<file path="src/rtl/ffe_slicer_pkg.sv">
// Shared fixed-point definitions for the FFE / slicer / LMS datapath.
package ffe_slicer_pkg;

    // Fixed-point widths
    localparam int DATA_BW   = 9;   // S(9,7) samples
    localparam int COEF_BW   = 9;   // S(9,7) coefficients
    localparam int ERR_BW    = 8;   // S(8,6) error
    localparam int N_COEF    = 7;
    localparam int ACC_BW    = 21;  // S(21,14) tap accumulators

    // Fractional bits
    localparam int FRAC_DATA = 7;
    localparam int FRAC_COEF = 7;
    localparam int FRAC_ERR  = 6;

    typedef logic signed [DATA_BW-1:0] sample_t;
    typedef logic signed [ERR_BW-1:0]  err_t;

    // PAM2 decision levels (+/-1.0 in S(9,7))
    localparam sample_t LVL_P1 = 9'sd128;
    localparam sample_t LVL_M1 = -9'sd128;

    // Clamp a signed value to the range of a w-bit two's complement word.
    // Result stays 32 bits wide; callers cast down to w bits.
    function automatic logic signed [31:0] sat_s(input logic signed [31:0] x, input int w);
        logic signed [31:0] hi;
        logic signed [31:0] lo;
        hi = (32'sd1 <<< (w - 1)) - 32'sd1;
        lo = -(32'sd1 <<< (w - 1));
        if (x > hi)
            return hi;
        else if (x < lo)
            return lo;
        else
            return x;
    endfunction

endpackage

</file>
<file path="src/rtl/ffe_slicer_if.sv">
// Sample/coefficient/decision bundle between the front-end, the FFE and the LMS stage.
interface ffe_slicer_if #(
    parameter int DATA_BW = ffe_slicer_pkg::DATA_BW,
    parameter int COEF_BW = ffe_slicer_pkg::COEF_BW,
    parameter int N_COEF  = ffe_slicer_pkg::N_COEF,
    parameter int ERR_BW  = ffe_slicer_pkg::ERR_BW
);
    logic                        i_en;
    logic signed [DATA_BW-1:0]   i_data;
    logic [COEF_BW*N_COEF-1:0]   i_coefs;
    logic signed [DATA_BW-1:0]   o_y;
    logic signed [DATA_BW-1:0]   o_dec;
    logic signed [ERR_BW-1:0]    o_err;
    logic                        o_valid;
    logic                        o_err_valid;

    // Sample source / coefficient provider side
    modport master (
        output i_en, i_data, i_coefs,
        input  o_y, o_dec, o_err, o_valid, o_err_valid
    );

    // Equalizer side
    modport slave (
        input  i_en, i_data, i_coefs,
        output o_y, o_dec, o_err, o_valid, o_err_valid
    );
endinterface

</file>
<file path="src/rtl/ffe_sat_round.sv">
// Arithmetic right shift with optional round-half-up, then saturate to OUT_W bits.
module ffe_sat_round
    import ffe_slicer_pkg::*;
#(
    parameter int IN_W  = 21,
    parameter int OUT_W = 9,
    parameter int SHIFT = 7,
    parameter bit ROUND = 1'b1
) (
    input  logic signed [IN_W-1:0]  in_i,
    output logic signed [OUT_W-1:0] out_o
);
    // Half an output LSB; zero selects plain truncation (floor)
    localparam logic signed [IN_W:0] HALF = ROUND ? ((IN_W + 1)'(1) <<< (SHIFT - 1)) : '0;

    logic signed [IN_W:0] sum_w;
    logic signed [IN_W:0] shr_w;
    logic signed [31:0]   ext_w;

    // One guard bit keeps the rounding add from wrapping at the positive limit
    assign sum_w = $signed({in_i[IN_W-1], in_i}) + HALF;
    assign shr_w = sum_w >>> SHIFT;
    assign ext_w = {{(31 - IN_W){shr_w[IN_W]}}, shr_w};
    assign out_o = OUT_W'(sat_s(ext_w, OUT_W));

endmodule

</file>
<file path="src/rtl/ffe_slicer.sv">
// Transposed-form FFE with PAM2 slicer and LMS error output.
// Stage 1: tap chain + equalized sample. Stage 2: decision and error.
module ffe_slicer #(
    parameter int DATA_BW  = ffe_slicer_pkg::DATA_BW,
    parameter int COEF_BW  = ffe_slicer_pkg::COEF_BW,
    parameter int N_COEF   = ffe_slicer_pkg::N_COEF,
    parameter int ERR_BW   = ffe_slicer_pkg::ERR_BW,
    parameter int N_WARMUP = 8
) (
    input  logic         i_clk,
    input  logic         i_rst,
    ffe_slicer_if.slave  bus
);
    import ffe_slicer_pkg::*;

    localparam int PROD_W = DATA_BW + COEF_BW;
    // Product width plus growth for N_COEF terms, never narrower than the shared accumulator width
    localparam int ACC_W  = (PROD_W + $clog2(N_COEF) > ACC_BW) ? PROD_W + $clog2(N_COEF) : ACC_BW;
    localparam int CNT_W  = $clog2(N_WARMUP + 1);

    logic signed [ACC_W-1:0]   p_w [N_COEF];
    logic signed [ACC_W-1:0]   s_d [1:N_COEF-1];
    logic signed [ACC_W-1:0]   s_q [1:N_COEF-1];
    logic signed [ACC_W-1:0]   acc_w;
    logic signed [ACC_W-1:0]   y_full_q;
    logic                      valid_q;
    logic                      warm_q;
    logic [CNT_W-1:0]          cnt_q;
    logic [CNT_W-1:0]          cnt_d;

    logic signed [DATA_BW-1:0] y_w;
    logic signed [DATA_BW-1:0] dec_d;
    logic signed [DATA_BW-1:0] dec_q;
    logic signed [DATA_BW:0]   e_w;
    logic signed [ERR_BW-1:0]  err_w;
    logic signed [ERR_BW-1:0]  err_d;
    logic signed [ERR_BW-1:0]  err_q;
    logic                      err_valid_q;

    // Full-precision products, sign-extended into accumulator width
    for (genvar k = 0; k < N_COEF; k++) begin : g_tap
        logic signed [PROD_W-1:0] prod;
        assign prod   = bus.i_data * $signed(bus.i_coefs[COEF_BW*k +: COEF_BW]);
        assign p_w[k] = {{(ACC_W - PROD_W){prod[PROD_W-1]}}, prod};
    end

    // Transposed chain: each register carries the partial sum for a future output
    assign s_d[N_COEF-1] = p_w[N_COEF-1];
    for (genvar k = 1; k < N_COEF - 1; k++) begin : g_chain
        assign s_d[k] = p_w[k] + s_q[k+1];
    end
    assign acc_w = p_w[0] + s_q[1];

    // Warm-up counter saturates at N_WARMUP
    assign cnt_d = (cnt_q == CNT_W'(N_WARMUP)) ? cnt_q : cnt_q + CNT_W'(1);

    // Stage 1: advance the chain and capture the tap sum on each accepted sample
    always_ff @(posedge i_clk) begin
        if (i_rst) begin
            for (int k = 1; k < N_COEF; k++) s_q[k] <= '0;
            y_full_q <= '0;
            valid_q  <= 1'b0;
            warm_q   <= 1'b0;
            cnt_q    <= '0;
        end else begin
            valid_q <= bus.i_en;
            if (bus.i_en) begin
                for (int k = 1; k < N_COEF; k++) s_q[k] <= s_d[k];
                y_full_q <= acc_w;
                // Tags this sample: warm once N_WARMUP samples preceded it
                warm_q   <= (cnt_q == CNT_W'(N_WARMUP));
                cnt_q    <= cnt_d;
            end
        end
    end

    // S(21,14) -> S(9,7), round half up, saturate
    ffe_sat_round #(
        .IN_W  (ACC_W),
        .OUT_W (DATA_BW),
        .SHIFT (FRAC_COEF),
        .ROUND (1'b1)
    ) u_round_y (
        .in_i  (y_full_q),
        .out_o (y_w)
    );

    // Slicer: zero counts as +1
    assign dec_d = y_w[DATA_BW-1] ? LVL_M1 : LVL_P1;
    // d - y in S(10,7); range is +/-128 so one guard bit suffices
    assign e_w   = $signed({dec_d[DATA_BW-1], dec_d}) - $signed({y_w[DATA_BW-1], y_w});

    // S(10,7) -> S(8,6) by truncating one bit, then saturate
    ffe_sat_round #(
        .IN_W  (DATA_BW + 1),
        .OUT_W (ERR_BW),
        .SHIFT (FRAC_DATA - FRAC_ERR),
        .ROUND (1'b0)
    ) u_round_err (
        .in_i  (e_w),
        .out_o (err_w)
    );

    // Adaptation sees zero correction until the taps have been filled
    assign err_d = warm_q ? err_w : '0;

    // Stage 2: register decision and error one clock after each valid o_y
    always_ff @(posedge i_clk) begin
        if (i_rst) begin
            dec_q       <= '0;
            err_q       <= '0;
            err_valid_q <= 1'b0;
        end else if (valid_q) begin
            dec_q       <= dec_d;
            err_q       <= err_d;
            err_valid_q <= warm_q;
        end
    end

    assign bus.o_y         = y_w;
    assign bus.o_valid     = valid_q;
    assign bus.o_dec       = dec_q;
    assign bus.o_err       = err_q;
    assign bus.o_err_valid = err_valid_q;

endmodule

</file>
<file path="src/flat_wrapper.sv">
// flat-port wrapper written by rule: the top's interface ports become plain ports
module ffe_slicer_flat import ffe_slicer_pkg::*;
#(
    parameter int DATA_BW  = ffe_slicer_pkg::DATA_BW,
    parameter int COEF_BW  = ffe_slicer_pkg::COEF_BW,
    parameter int N_COEF   = ffe_slicer_pkg::N_COEF,
    parameter int ERR_BW   = ffe_slicer_pkg::ERR_BW,
    parameter int N_WARMUP = 8
)
  (i_clk, i_rst, bus_i_en, bus_i_data, bus_i_coefs, bus_o_y, bus_o_dec, bus_o_err, bus_o_valid, bus_o_err_valid);
  ffe_slicer_if #(.DATA_BW(DATA_BW), .COEF_BW(COEF_BW), .N_COEF(N_COEF), .ERR_BW(ERR_BW)) bus_i ();
  input  logic i_clk;
  input  logic i_rst;
  input wire logic [$bits(bus_i.i_en)-1:0] bus_i_en;
  input wire logic [$bits(bus_i.i_data)-1:0] bus_i_data;
  input wire logic [$bits(bus_i.i_coefs)-1:0] bus_i_coefs;
  output wire logic [$bits(bus_i.o_y)-1:0] bus_o_y;
  output wire logic [$bits(bus_i.o_dec)-1:0] bus_o_dec;
  output wire logic [$bits(bus_i.o_err)-1:0] bus_o_err;
  output wire logic [$bits(bus_i.o_valid)-1:0] bus_o_valid;
  output wire logic [$bits(bus_i.o_err_valid)-1:0] bus_o_err_valid;
  assign bus_i.i_en = bus_i_en;
  assign bus_i.i_data = bus_i_data;
  assign bus_i.i_coefs = bus_i_coefs;
  assign bus_o_y = bus_i.o_y;
  assign bus_o_dec = bus_i.o_dec;
  assign bus_o_err = bus_i.o_err;
  assign bus_o_valid = bus_i.o_valid;
  assign bus_o_err_valid = bus_i.o_err_valid;
  ffe_slicer #(.DATA_BW(DATA_BW), .COEF_BW(COEF_BW), .N_COEF(N_COEF), .ERR_BW(ERR_BW), .N_WARMUP(N_WARMUP)) u_core (.i_clk(i_clk), .i_rst(i_rst), .bus(bus_i));
endmodule
</file>
<file path="config.mk">
export PLATFORM = sky130hd
export DESIGN_NAME = ffe_slicer_flat
export DESIGN_NICKNAME = d
export VERILOG_FILES = /design/src/rtl/ffe_slicer_pkg.sv /design/src/rtl/ffe_slicer_if.sv /design/src/rtl/ffe_sat_round.sv /design/src/rtl/ffe_slicer.sv /design/src/flat_wrapper.sv
export SDC_FILE = /design/constraint.sdc
export NUM_CORES = 2
export LEC_CHECK = 0
export CAP_MARGIN = 20
export CORE_MARGIN = 1.5
export CORE_UTILIZATION = 48
export CTS_BUF_LIST = sky130_fd_sc_hd__clkbuf_4
export DETAILED_ROUTE_END_ITERATION = 12
export SLEW_MARGIN = 20
export SYNTH_ARGS = -nofsm -noshare
export SYNTH_HDL_FRONTEND = slang
export SYNTH_SLANG_ARGS = --single-unit
export TNS_END_PERCENT = 30
</file>
<file path="constraint.sdc">
create_clock -name i_clk -period 8.15 [get_ports i_clk]
set_clock_uncertainty 0.1 [all_clocks]
set_input_delay 1.2225 -clock i_clk [delete_from_list [all_inputs] [get_ports i_clk]]
set_output_delay 1.2225 -clock i_clk [all_outputs]
set_load 0.02 [all_outputs]
</file>
==> impl_metrics.json <==
{
  "ant_nets": 0,
  "crit_path_top_delay_cell": "buf_2",
  "crit_path_end_kind": "register",
  "relSlewSlack_pct": 38.76,
  "synth_edf_count": 123,
  "synth.largest_area_cell": "fa_1",
  "min_to": "u_core.bus.o_dec[7]",
  "grt.overflow.total": 0,
  "drv_cap": 0,
  "seq_area_frac_synth_pct": 13.24,
  "period_minus_slack_ps": 6675,
  "status": "completed",
  "synth_cells": 3455,
  "r2r_slack_ps": 3500,
  "synth_top_area_share_pct": 37.98,
  "die-width_microns": 264.1,
  "final_util_pct": 51.64,
  "drt-initial-drc-count": 927,
  "post_cts_resized": 0,
  "die_area_sq_um": 69760,
  "clock-sinks": 155,
  "vias": 22710,
  "required_ps": 8510,
  "vias_per_cell": 5.226,
  "rows": 95,
  "rsz0062_at_grt": "no",
  "hold-worst-slack_ps": 380.6,
  "report.final.slew_viol_count": 0,
  "path_clk_slew_ps": 190,
  "cts_buffers": 17,
  "reg2reg_from": "u_core.s_q[1][25]",
  "synthTopCellsByArea": "fa_1, ha_1, edfxtp_1",
  "die_h_microns": 264.1,
  "initial_utilization_pct": 48.65,
  "finalSetupViolCount": 0,
  "design.portCount": 103,
  "grt_pass1_wl_mm": 125.5,
  "worstHoldStart": "u_core.bus.o_dec[7]",
  "hold_class": "reg -> reg",
  "critPathKind": "in -> reg",
  "antenna_found_initial": 6,
  "slowest_delay_ps": 610,
  "async_flop_share_pct": 0,
  "port_buffers": 95,
  "fin_crit_sh_pct": 81.90,
  "syn_area_per_cell_sq_um": 9.474,
  "hpwl_mm": 63.29,
  "crit_fanout": 30,
  "cts-htree-levels": 4,
  "netlist_area_sq_um": 32730,
  "tns_ps": 0,
  "post_cts.repair.setup_buffers": 0,
  "yosysWarnings": 0,
  "grt_max_degree": 81,
  "cp-start-kind": "primary input",
  "crit_path_frequent_cell": "fa_1",
  "num-fill-cells": 6260,
  "grt_pass1_vias": 25460,
  "synth-seq-cells": 155,
  "r2r_cells": 14,
  "synthDistinctLibCells": 80,
  "track_usage_pct": 22.92,
  "area_growth_syn_to_layout_pct": 6.139,
  "worst_ep_arrival_time_ps": 7030,
  "core_sq_um": 67280,
  "min_delay_path_depth": 2,
  "clock_latency_ps": 750,
  "first_pass_iters": 5,
  "drc": 0,
  "ys.flop_type": "edfxtp_1",
  "layout_commonest_cell": "inv_1",
  "tightestPinTransition_ps": 918.5,
  "cts_buffer_depth": 2,
  "cts-root-buf": "clkbuf_4",
  "r2r_end": "u_core.s_q[1][18]",
  "postCtsHoldBufs": 0,
  "wl_mm": 75.24,
  "crit_chain": "buf_2, buf_4, buf_4, nand2_1, fa_1, inv_1, fa_1, fa_1, fa_1, inv_1, fa_1, inv_1, ha_1, and2_1, o21ai_0, a31oi_1, a41oi_1, a21boi_0, o21ai_0, xor2_1, nor2_1",
  "tritoncts": "yes",
  "nets": 4517,
  "mostFrequentLayoutCells": "inv_1, fa_1, ha_1",
  "drive_gt1_share_pct": 2.653,
  "detail_route.wl_per_cell_microns": 17.31,
  "fmax_mhz": 149.8,
  "final_hold_viol_count": 0,
  "place.gp.congestion": 0.9221
}
## state kept, by name (all words and copies together), names as in the netlist
signal / count
u_core.bus.o_err: 8
u_core.cnt_q: 4
u_core.bus.o_err_valid: 1
u_core.bus.o_valid: 1
u_core.bus.o_dec: 2
u_core.warm_q: 1
u_core.s_q: 123
u_core.y_full_q: 15
## final cells by class
class | instances | area, sq um | share of cell area [%]
flip-flops and latches | 155 | 4334 | 12.48
multi-input cells | 2381 | 24880 | 71.63
clock inverters | 14 | 201.4 | 0.5798
well taps | 873 | 1092 | 3.144
inverters | 778 | 2923 | 8.413
diodes | 5 | 12.51 | 0.03602
clock buffers | 18 | 135.1 | 0.3890
repair buffers | 122 | 1159 | 3.335
## synthesized netlist by cell type (6+ instances only)
cell type,n
fa_1,621
edfxtp_1,123
and2_1,254
dfxtp_1,32
nor2_1,168
nand2b_1,35
o21a_1,7
a211oi_1,15
o21bai_1,17
nor3b_1,7
a21o_1,31
nand2_1,346
o31ai_1,6
nor2b_1,6
inv_1,777
xnor2_1,77
a21oi_1,72
xor2_1,60
o21ai_0,56
mux2i_1,9
nand3_1,29
clkbuf_1,96
buf_1,28
o21ai_1,13
ha_1,366
buf_4,12
nand4_1,16
a31oi_1,18
or3_1,14
o211ai_1,6
and3_1,14
nor3_1,35
## critical path: cells and delay by family
| family | cells | cell delay (ps) |
|---|---|---|
| compound gates | 5 | 1100 |
| xor+xnor | 1 | 160 |
| fa+ha+maj | 6 | 2820 |
| buf+inv | 6 | 1380 |
| simple gates | 3 | 300 |
## routing by layer
layer  vias to the layer above  routed length, microns  GRT usage (%)
met5                         -                       0              0
met4                         0                    2634          8.186
met3                       134                    2587          3.151
met2                       435                   41610          44.77
met1                     11570                   28400          24.94
li1                      10580                       -              -
## kinds of logic after synthesis
family	Yosys count	share of synthesized area, %
buffers and inverters	925	10.83
AND/OR/NAND/NOR	949	14.09
other	1	0.01146
adder cells (fa/ha/maj)	987	51.97
AO/OA/AOI/OAI	290	5.830
multiplexers	10	0.3096
XOR/XNOR	138	3.716
flip-flops	155	13.24
## metrics by stage
stage / cell area (sq um) / worst slack (ps) / std cells
after floorplan: 32750 / 1258 / 3461
after global placement: 34390 / 700.8 / 4309
after detailed placement: 34390 / 695.8 / 4309
after CTS: 34730 / 1584 / 4341
after global routing: 34740 / 1251 / 4345
final: 34740 / 1475 / 4346
## worst max-delay path by stage
stage                    start                end  slack, ps  cells past startpoint
2_1_floorplan    bus_i_data[8]  u_core.s_q[0][41]       1260                     21
3_3_place_gp    bus_i_coefs[9]  u_core.s_q[0][41]        700                     20
3_5_place_dp    bus_i_coefs[9]  u_core.s_q[0][41]        700                     20
4_1_cts         bus_i_coefs[9]  u_core.s_q[0][41]       1580                     20
5_1_grt        bus_i_coefs[45]  u_core.s_q[2][41]       1250                     20
6_report         bus_i_data[6]  u_core.s_q[2][19]       1470                     21
Power is not shown: default switching activity piles up to over one toggle a cycle in this logic, so the estimate is an artifact.
